$ cat config.mk
export PLATFORM = sky130hd
export DESIGN_NAME = vend_sequencer
export DESIGN_NICKNAME = d
export VERILOG_FILES = /design/src/rtl/vend_sequencer.sv
export SDC_FILE = /design/constraint.sdc
export NUM_CORES = 1
export LEC_CHECK = 0
export CAP_MARGIN = 10
export CELL_PAD_IN_SITES_DETAIL_PLACEMENT = 1
export CELL_PAD_IN_SITES_GLOBAL_PLACEMENT = 2
export CORE_MARGIN = 2
export CORE_UTILIZATION = 33
export DETAILED_ROUTE_END_ITERATION = 7
export PLACE_DENSITY = 0.92
export SLEW_MARGIN = 25
export SYNTH_ARGS = -nofsm -noshare
export SYNTH_HDL_FRONTEND = slang
export SYNTH_SLANG_ARGS = --single-unit
$ cat constraint.sdc
create_clock -name i_clk -period 3 [get_ports i_clk]
set_input_delay 0.3 -clock i_clk [delete_from_list [all_inputs] [get_ports i_clk]]
set_output_delay 0.3 -clock i_clk [all_outputs]
set_load 0.005 [all_outputs]
$ cat src/rtl/vend_sequencer.sv
// ----------------------------------------------------------------------------
// vend_sequencer
//   Runs one vend transaction. Coin pulses from the debounced coin slot add
//   credit in nickel units. Once the stored credit reaches PRICE, the block
//   asks the soda dispenser for one soda. It then pays out any remainder one
//   nickel at a time through the change dispenser. Both dispensers use a
//   level request and a one-cycle acknowledge pulse.
//
// Optional feature (compile-time macro VEND_TIMEOUT_EN):
//   When defined, a watchdog counts the cycles a request stays high without
//   an ack. After ACK_TIMEOUT such cycles the block enters FAULT: both
//   requests drop, o_fault sets and stays set, the credit stays frozen, and
//   every coin is rejected. Only i_rst leaves FAULT.
//   When undefined, requests wait for an ack indefinitely, FAULT cannot be
//   reached, and o_fault is always 0.
//
// Parameters:
//   PRICE        soda price in nickels (1..15)
//   CREDIT_W     credit width; must hold PRICE-1+5
//   ACK_TIMEOUT  ack watchdog limit in cycles (VEND_TIMEOUT_EN only)
//
// Ports:
//   i_clk          clock, rising edge
//   i_rst          synchronous reset, active-high
//   i_nickle       1-cycle coin pulse, value 1
//   i_dime         1-cycle coin pulse, value 2
//   i_quarter      1-cycle coin pulse, value 5
//   o_coin_reject  1-cycle pulse: coin returned, credit unchanged
//   o_soda_req     dispense-soda request (level)
//   i_soda_ack     soda dispensed (1-cycle pulse)
//   o_chg_req      dispense-one-nickel request (level)
//   i_chg_ack      one nickel dispensed (1-cycle pulse)
//   o_credit       current credit in nickels
//   o_busy         high whenever the state is not COLLECT
//   o_fault        dispenser timeout, sticky until reset
// ----------------------------------------------------------------------------
module vend_sequencer #(
  parameter int PRICE       = 4,
  parameter int CREDIT_W    = 4,
  parameter int ACK_TIMEOUT = 15
) (
  input  logic                i_clk,
  input  logic                i_rst,
  input  logic                i_nickle,
  input  logic                i_dime,
  input  logic                i_quarter,
  output logic                o_coin_reject,
  output logic                o_soda_req,
  input  logic                i_soda_ack,
  output logic                o_chg_req,
  input  logic                i_chg_ack,
  output logic [CREDIT_W-1:0] o_credit,
  output logic                o_busy,
  output logic                o_fault
);

  typedef enum logic [1:0] {
    ST_COLLECT = 2'd0,
    ST_VEND    = 2'd1,
    ST_CHANGE  = 2'd2,
    ST_FAULT   = 2'd3
  } state_t;

  localparam logic [CREDIT_W-1:0] PRICE_C = CREDIT_W'(PRICE);

  state_t              r_state;
  state_t              w_next_state;
  logic [CREDIT_W-1:0] r_credit;
  logic [CREDIT_W-1:0] w_next_credit;
  logic                r_coin_reject;
  logic                r_soda_req;
  logic                r_chg_req;
  logic                r_busy;
  logic                r_fault;

  logic [1:0]          w_coin_cnt;
  logic                w_any_coin;
  logic                w_one_coin;
  logic [CREDIT_W-1:0] w_coin_val;
  logic                w_reject;
  logic                w_soda_ack;
  logic                w_chg_ack;
  logic                w_tmo_hit;
  logic [CREDIT_W-1:0] w_credit_after_vend;
  logic [CREDIT_W-1:0] w_credit_after_chg;

  // Coin decode: how many coin inputs are high, and the value of a lone coin.
  always_comb begin
    w_coin_cnt = {1'b0, i_nickle} + {1'b0, i_dime} + {1'b0, i_quarter};
    w_any_coin = (w_coin_cnt != 2'd0);
    w_one_coin = (w_coin_cnt == 2'd1);
    if (i_quarter) begin
      w_coin_val = CREDIT_W'(5);
    end else if (i_dime) begin
      w_coin_val = CREDIT_W'(2);
    end else if (i_nickle) begin
      w_coin_val = CREDIT_W'(1);
    end else begin
      w_coin_val = CREDIT_W'(0);
    end
  end

  // An ack is honoured only while its request is actually being driven.
  assign w_soda_ack = i_soda_ack & r_soda_req;
  assign w_chg_ack  = i_chg_ack & r_chg_req;

  assign w_credit_after_vend = r_credit - PRICE_C;
  assign w_credit_after_chg  = r_credit - CREDIT_W'(1);

`ifdef VEND_TIMEOUT_EN
  localparam int TMO_W = $clog2(ACK_TIMEOUT + 1);

  logic [TMO_W-1:0] r_tmo_cnt;

  // The watchdog fires in the cycle that would be the ACK_TIMEOUT-th
  // consecutive request cycle without an ack.
  assign w_tmo_hit = (r_tmo_cnt == TMO_W'(ACK_TIMEOUT - 1));

  // Ack watchdog: counts request-high cycles and restarts on any ack or state change.
  always_ff @(posedge i_clk) begin
    if (i_rst) begin
      r_tmo_cnt <= TMO_W'(0);
    end else if ((w_next_state != r_state) || w_soda_ack || w_chg_ack) begin
      r_tmo_cnt <= TMO_W'(0);
    end else if (r_soda_req || r_chg_req) begin
      r_tmo_cnt <= r_tmo_cnt + TMO_W'(1);
    end else begin
      r_tmo_cnt <= TMO_W'(0);
    end
  end
`else
  assign w_tmo_hit = 1'b0;
`endif

  // Next-state, next-credit and coin-reject decision for the transaction FSM.
  always_comb begin
    w_next_state  = r_state;
    w_next_credit = r_credit;
    w_reject      = w_any_coin;
    case (r_state)
      ST_COLLECT: begin
        if (r_credit >= PRICE_C) begin
          // Price already met: start the vend. A coin in this cycle is returned.
          w_next_state = ST_VEND;
        end else if (w_one_coin) begin
          w_next_credit = r_credit + w_coin_val;
          w_reject      = 1'b0;
        end else begin
          // Either no coin, or several at once (returned by the default).
          w_next_credit = r_credit;
        end
      end
      ST_VEND: begin
        if (w_soda_ack) begin
          w_next_credit = w_credit_after_vend;
          if (w_credit_after_vend != CREDIT_W'(0)) begin
            w_next_state = ST_CHANGE;
          end else begin
            w_next_state = ST_COLLECT;
          end
        end else if (w_tmo_hit) begin
          w_next_state = ST_FAULT;
        end else begin
          w_next_state = ST_VEND;
        end
      end
      ST_CHANGE: begin
        if (w_chg_ack) begin
          w_next_credit = w_credit_after_chg;
          if (w_credit_after_chg == CREDIT_W'(0)) begin
            w_next_state = ST_COLLECT;
          end else begin
            w_next_state = ST_CHANGE;
          end
        end else if (w_tmo_hit) begin
          w_next_state = ST_FAULT;
        end else begin
          w_next_state = ST_CHANGE;
        end
      end
      ST_FAULT: begin
        // Hold the frozen credit until reset.
        w_next_state = ST_FAULT;
      end
      default: begin
        w_next_state  = ST_COLLECT;
        w_next_credit = CREDIT_W'(0);
      end
    endcase
  end

  // State, credit and every output are registered. Outputs are decoded from
  // the next state, so they change on the same edge as the state.
  always_ff @(posedge i_clk) begin
    if (i_rst) begin
      r_state       <= ST_COLLECT;
      r_credit      <= CREDIT_W'(0);
      r_coin_reject <= 1'b0;
      r_soda_req    <= 1'b0;
      r_chg_req     <= 1'b0;
      r_busy        <= 1'b0;
      r_fault       <= 1'b0;
    end else begin
      r_state       <= w_next_state;
      r_credit      <= w_next_credit;
      r_coin_reject <= w_reject;
      r_soda_req    <= (w_next_state == ST_VEND);
      r_chg_req     <= (w_next_state == ST_CHANGE);
      r_busy        <= (w_next_state != ST_COLLECT);
      r_fault       <= (w_next_state == ST_FAULT);
    end
  end

  assign o_coin_reject = r_coin_reject;
  assign o_soda_req    = r_soda_req;
  assign o_chg_req     = r_chg_req;
  assign o_credit      = r_credit;
  assign o_busy        = r_busy;
  assign o_fault       = r_fault;

endmodule

# Word level (Yosys, flattened, before mapping)
# Cells that the tools add are included.
classes:
  multipliers: 0
  div: 0
  muxes: 17
  n_eq_ne: 11
  n_shift: 0
  bitwise_logic: 2
  n_addsub: 5
  order_cmp: 1
  n_reduce_logical: 7
op_table:
  columns: ["op", "n"]
  rows:
  - ["$mux 4", 5]
  - ["$mux 2", 6]
  - ["$pmux 4 s3", 1]
  - ["$eq 2x2->1 const B", 4]
  - ["$ne 2x2->1 const B", 4]
  - ["$pmux 2 s4", 1]
  - ["$eq 2x1->1 const B", 3]
  - ["$reduce_and 5->1", 1]
  - ["$add 4x4->4", 1]
  - ["$ge 4x3->1 const B", 1]
  - ["$logic_not 4->1", 1]
  - ["$mux 1", 4]
  - ["$reduce_bool 2->1", 2]
  - ["$reduce_bool 4->1", 1]
  - ["$sub 4x1->4 const B", 1]
  - ["$sub 4x3->4 const B", 1]
  - ["$reduce_bool 3->1", 1]
  - ["$add 1x1->2", 1]
  - ["$add 2x1->2", 1]
  - ["$and 1x1->1", 2]
  - ["$logic_not 2->1", 1]
word_totals:
  wordCells: 50
  mem_bits_rw: 0
  latchBits: 0
  romBits: 0
  in_bits: 7
  mem_count: 0
  out_inout_bits: 9
  ff_bits: 11

# Longest topological paths before layout
depth:
  ltp_word: 7
  mapped_depth: 9

# Worst setup path after synthesis
# OpenSTA, ideal clock, no wires.
synth_path:
  path_type: "input to register"
  startpoint: "in i_nickle"
  endpoint: "reg r_credit[3], in the netlist o_credit[3]"
  n_path_buf: 0
  path_stages: 5
  slack_ps: 1088
  required_ps: 2884
  arrival_ps: 1796
  setup_time_ps: 116
  cell_sequence: "fa_1 nand3b_1 a2111oi_2 a311oi_1 a41o_1"
synth_via:
  elab_chain_cells: 7
  word_cells_on_any_way: 12
  cone_classes: "add/sub (3); eq/ne (2); mux (6); reduce/logical (1)"
synth_rtl:
  columns: ["element", "line", "source"]
  rows:
  - ["start: declaration", "44", "input logic i_nickle,"]
  - ["$mux 1", "96", "end else if (i_nickle) begin"]
  - ["$mux 2", "94", "end else if (i_dime) begin"]
  - ["$mux 4", "92", "if (i_quarter) begin"]
  - ["$add 4x4->4", "146", "w_next_credit = r_credit + w_coin_val;"]
  - ["$mux 4", "145", "end else if (w_one_coin) begin"]
  - ["$mux 4", "142", "if (r_credit >= PRICE_C) begin"]
  - ["$pmux 4 s3", "140", "case (r_state)"]
  - ["end signal: assignment", "205", "r_credit <= w_next_credit;"]
  - ["end: declaration", "68", "logic [CREDIT_W-1:0] r_credit;"]
# Parallel ways exist; a longest one is shown, timed or not. The select of a mux whose other input is x is not followed.
# A chain may end at the register's enable or synchronous reset.

# Worst setup path after layout
# Same ends and word-level chain as after synthesis.

==> out/metrics.yaml <==
numClockSinks: 11
die_area_sq_um: 2980
grt_usage: 0.173
hold_viol_final: 0
std_cell_rows: 18
clock_skew_ns: 0.00323
timing.final.ws_setup_ns: 0.718
criticalPathCategory: "in2reg"
areaGrowthSynthToFinish_pct: 23.1
crit_arrival_ns: 2.46
p_per_area_nw_per_um2: 994
vias_per_cell: 5.32
die_h_um: 54.6
netlist.area_leader.share: 0.261
crit_buf_inv: 1
post-route-min-period_ns: 2.28
critPathTopFamily: "compound AO/OA/AOI/OAI gates"
worstMarginPinSlew_ns: 0.528
fmax_ghz: 0.438
syn_avg_cell_area_sq_um: 9.18
critical-path-slowest-cell: "a2111oi_2"
cp_max_fo: 4
final-setup-viol-count: 0
dp_hpwl_um: 1640
synth_area_leader_cell: "dfxtp_1"
final_layout_size_suffix_gt1_frac: 0.102
place_ws_ns: 0.416
drc: 0
cts_tree: "built"
ys_seq_area_frac: 0.261
outcome: "finished clean"
die_x_um: 54.6
nets: 130
syn_inst: 92
synth_area_leaders: "dfxtp_1 26%, ha_1 18%, fa_1 4.7%, inv_1 4.4%, a2111oi_2 3.6%"
synth_warnings: 0
static-leakage-power_nw: 0.422
drt_iter0_drc: 7
setup-tns-final_ns: 0
first_global_vias: 780
synth_nets: 113
drt.antenna.violating_nets: 0
grt_first_pass_wirelength_um: 3610
cp_slowest_stage_delay_ns: 0.59
initial_core_util: 0.344
io_pins: 16
relSlewSlack: 0.647
wl_per_cell_um: 15.1
ys_seq_elements: 11
timing.final.crit_share: 0.761
antennaDiodeCount: 0
clkTransAtPathRegs_ns: 0.07
layout_common_cells: "15 x clkdlybuf4s50_1, 12 x ha_1, 11 x dfxtp_1, 10 x inv_1, 7 x nor2_1"
clockBufferDepth: 2
core_area_sq_um: 2450
cts-root-buf: "clkbuf_4"
cts_resized: 0
cp.required_ns: 3.17
layout_commonest_cell: "clkdlybuf4s50_1"
hold_class: "reg2reg"
rsz0062_at_grt: "no"
vias: 734
syn_area_sq_um: 845
drtPass1Iterations: 4
cts_buffers: 3
final_cells: 138
postCtsHoldBufs: 0
grt_max_degree: 13
worst_hold_slack_ns: 0.633
cp_cell_sequence: "clkdlybuf4s50_1, fa_1, nand3b_1, a2111oi_2, a311oi_1, a41o_1"
dp_cells: 134
post_cts_buffers: 0
end_kind: "flip-flop"
antenna_found_initial: 0
grt_overflow_total: 0
ir_drop_uv: 496
slew_viol_final: 0
place_congestion: 0.799
drv_cap: 0
start_kind: "input port"
yosysUniqueCellTypes: 32
wirelength_um: 2080
io_buffers: 15
htreeDepth: 1
clkLatencyLatePin_ns: 0.28
==> metal layers <==
| layer | wire [um] | GRT usage | part of all wire | vias up |
|---|---|---|---|---|
| li1 | - | - | - | 363 |
| met1 | 905 | 0.202 | 0.43 | 353 |
| met3 | 86 | 0.0546 | 0.041 | 3 |
| met2 | 1070 | 0.294 | 0.52 | 15 |
| met4 | 17 | 0.0625 | 0.0082 | 0 |
| met5 | 0 | 0 | 0 | - |
==> worst register-to-register path, cell delays in order (launching register included) <==
cell	delay (ns)
dfxtp_1	0.44
inv_1	0.12
ha_1	0.24
nand3b_1	0.16
a2111oi_2	0.59
a311oi_1	0.17
a41o_1	0.22
==> layout make-up <==
| cell class | count | area (sq um) |
|---|---|---|
| multi-input combinational | 68 | 568 |
| tap | 30 | 37.5 |
| inverter | 10 | 37.5 |
| sequential | 11 | 220 |
| clock buffer | 4 | 26.3 |
| timing repair buffer | 15 | 150 |
| fill | 291 | 1420 |
==> cells in the mapped netlist <==
master and n:
nand3b_1 4, buf_6 1, nor2_1 7, nand2_1 3, nor3_1 4, a21oi_1 4, o31a_1 1, nand3_1 2
nor4_1 1, inv_1 10, a41o_1 1, o21ai_0 3, and2_1 1, nand2b_1 1, o41ai_2 1, nor2b_1 1
xor2_1 2, fa_1 2, or2_1 1, o311a_2 1, dfxtp_1 11, a211oi_1 2, o31ai_1 1, clkbuf_1 2
and2_2 1, a211oi_2 1, a21o_1 1, a2111oi_2 2, o221a_2 2, a311oi_1 2, ha_1 12, a21boi_0 4
==> cell families after synthesis <==
group	synth area share
AO/OA/AOI/OAI	0.265
flip-flops	0.261
adder cells (fa/ha/maj)	0.225
buffers and inverters	0.0667
AND/OR/NAND/NOR	0.162
XOR/XNOR	0.0207
==> final timing paths <==
path                             startpoint     endpoint  slack [ns]  cells past startpoint
worst max-delay path               i_nickle  o_credit[3]        0.72                      6
worst min-delay path            o_credit[1]  o_credit[1]        0.63                      2
worst max register to register  o_credit[2]  o_credit[3]        0.96                      6
worst min register to register  o_credit[1]  o_credit[1]        0.63                      2
==> power breakdown <==
group	internal (mW)	switching (mW)	leakage (nW)	total, mW
Sequential	0.204	0.0719	0.0908	0.276
Combinational	0.316	0.338	0.317	0.654
Clock	0.0516	0.0521	0.0150	0.104
==> registers in the layout, indices dropped and copies added, names as in the netlist <==
| register | count |
|---|---|
| o_credit | 4 |
| r_state | 2 |
| o_busy | 1 |
| o_chg_req | 1 |
| o_coin_reject | 1 |
| o_fault | 1 |
| o_soda_req | 1 |
==> metrics by stage <==
stage	utilization	cell area [sq um]	total power, mW
after floorplan	-	845	0.724
after global placement	0.413	1010	0.914
after detailed placement	0.413	1010	0.933
after CTS	0.424	1040	1.05
after global routing	0.424	1040	1.15
final	0.424	1040	1.03
Power figures use the tool's default switching activity.
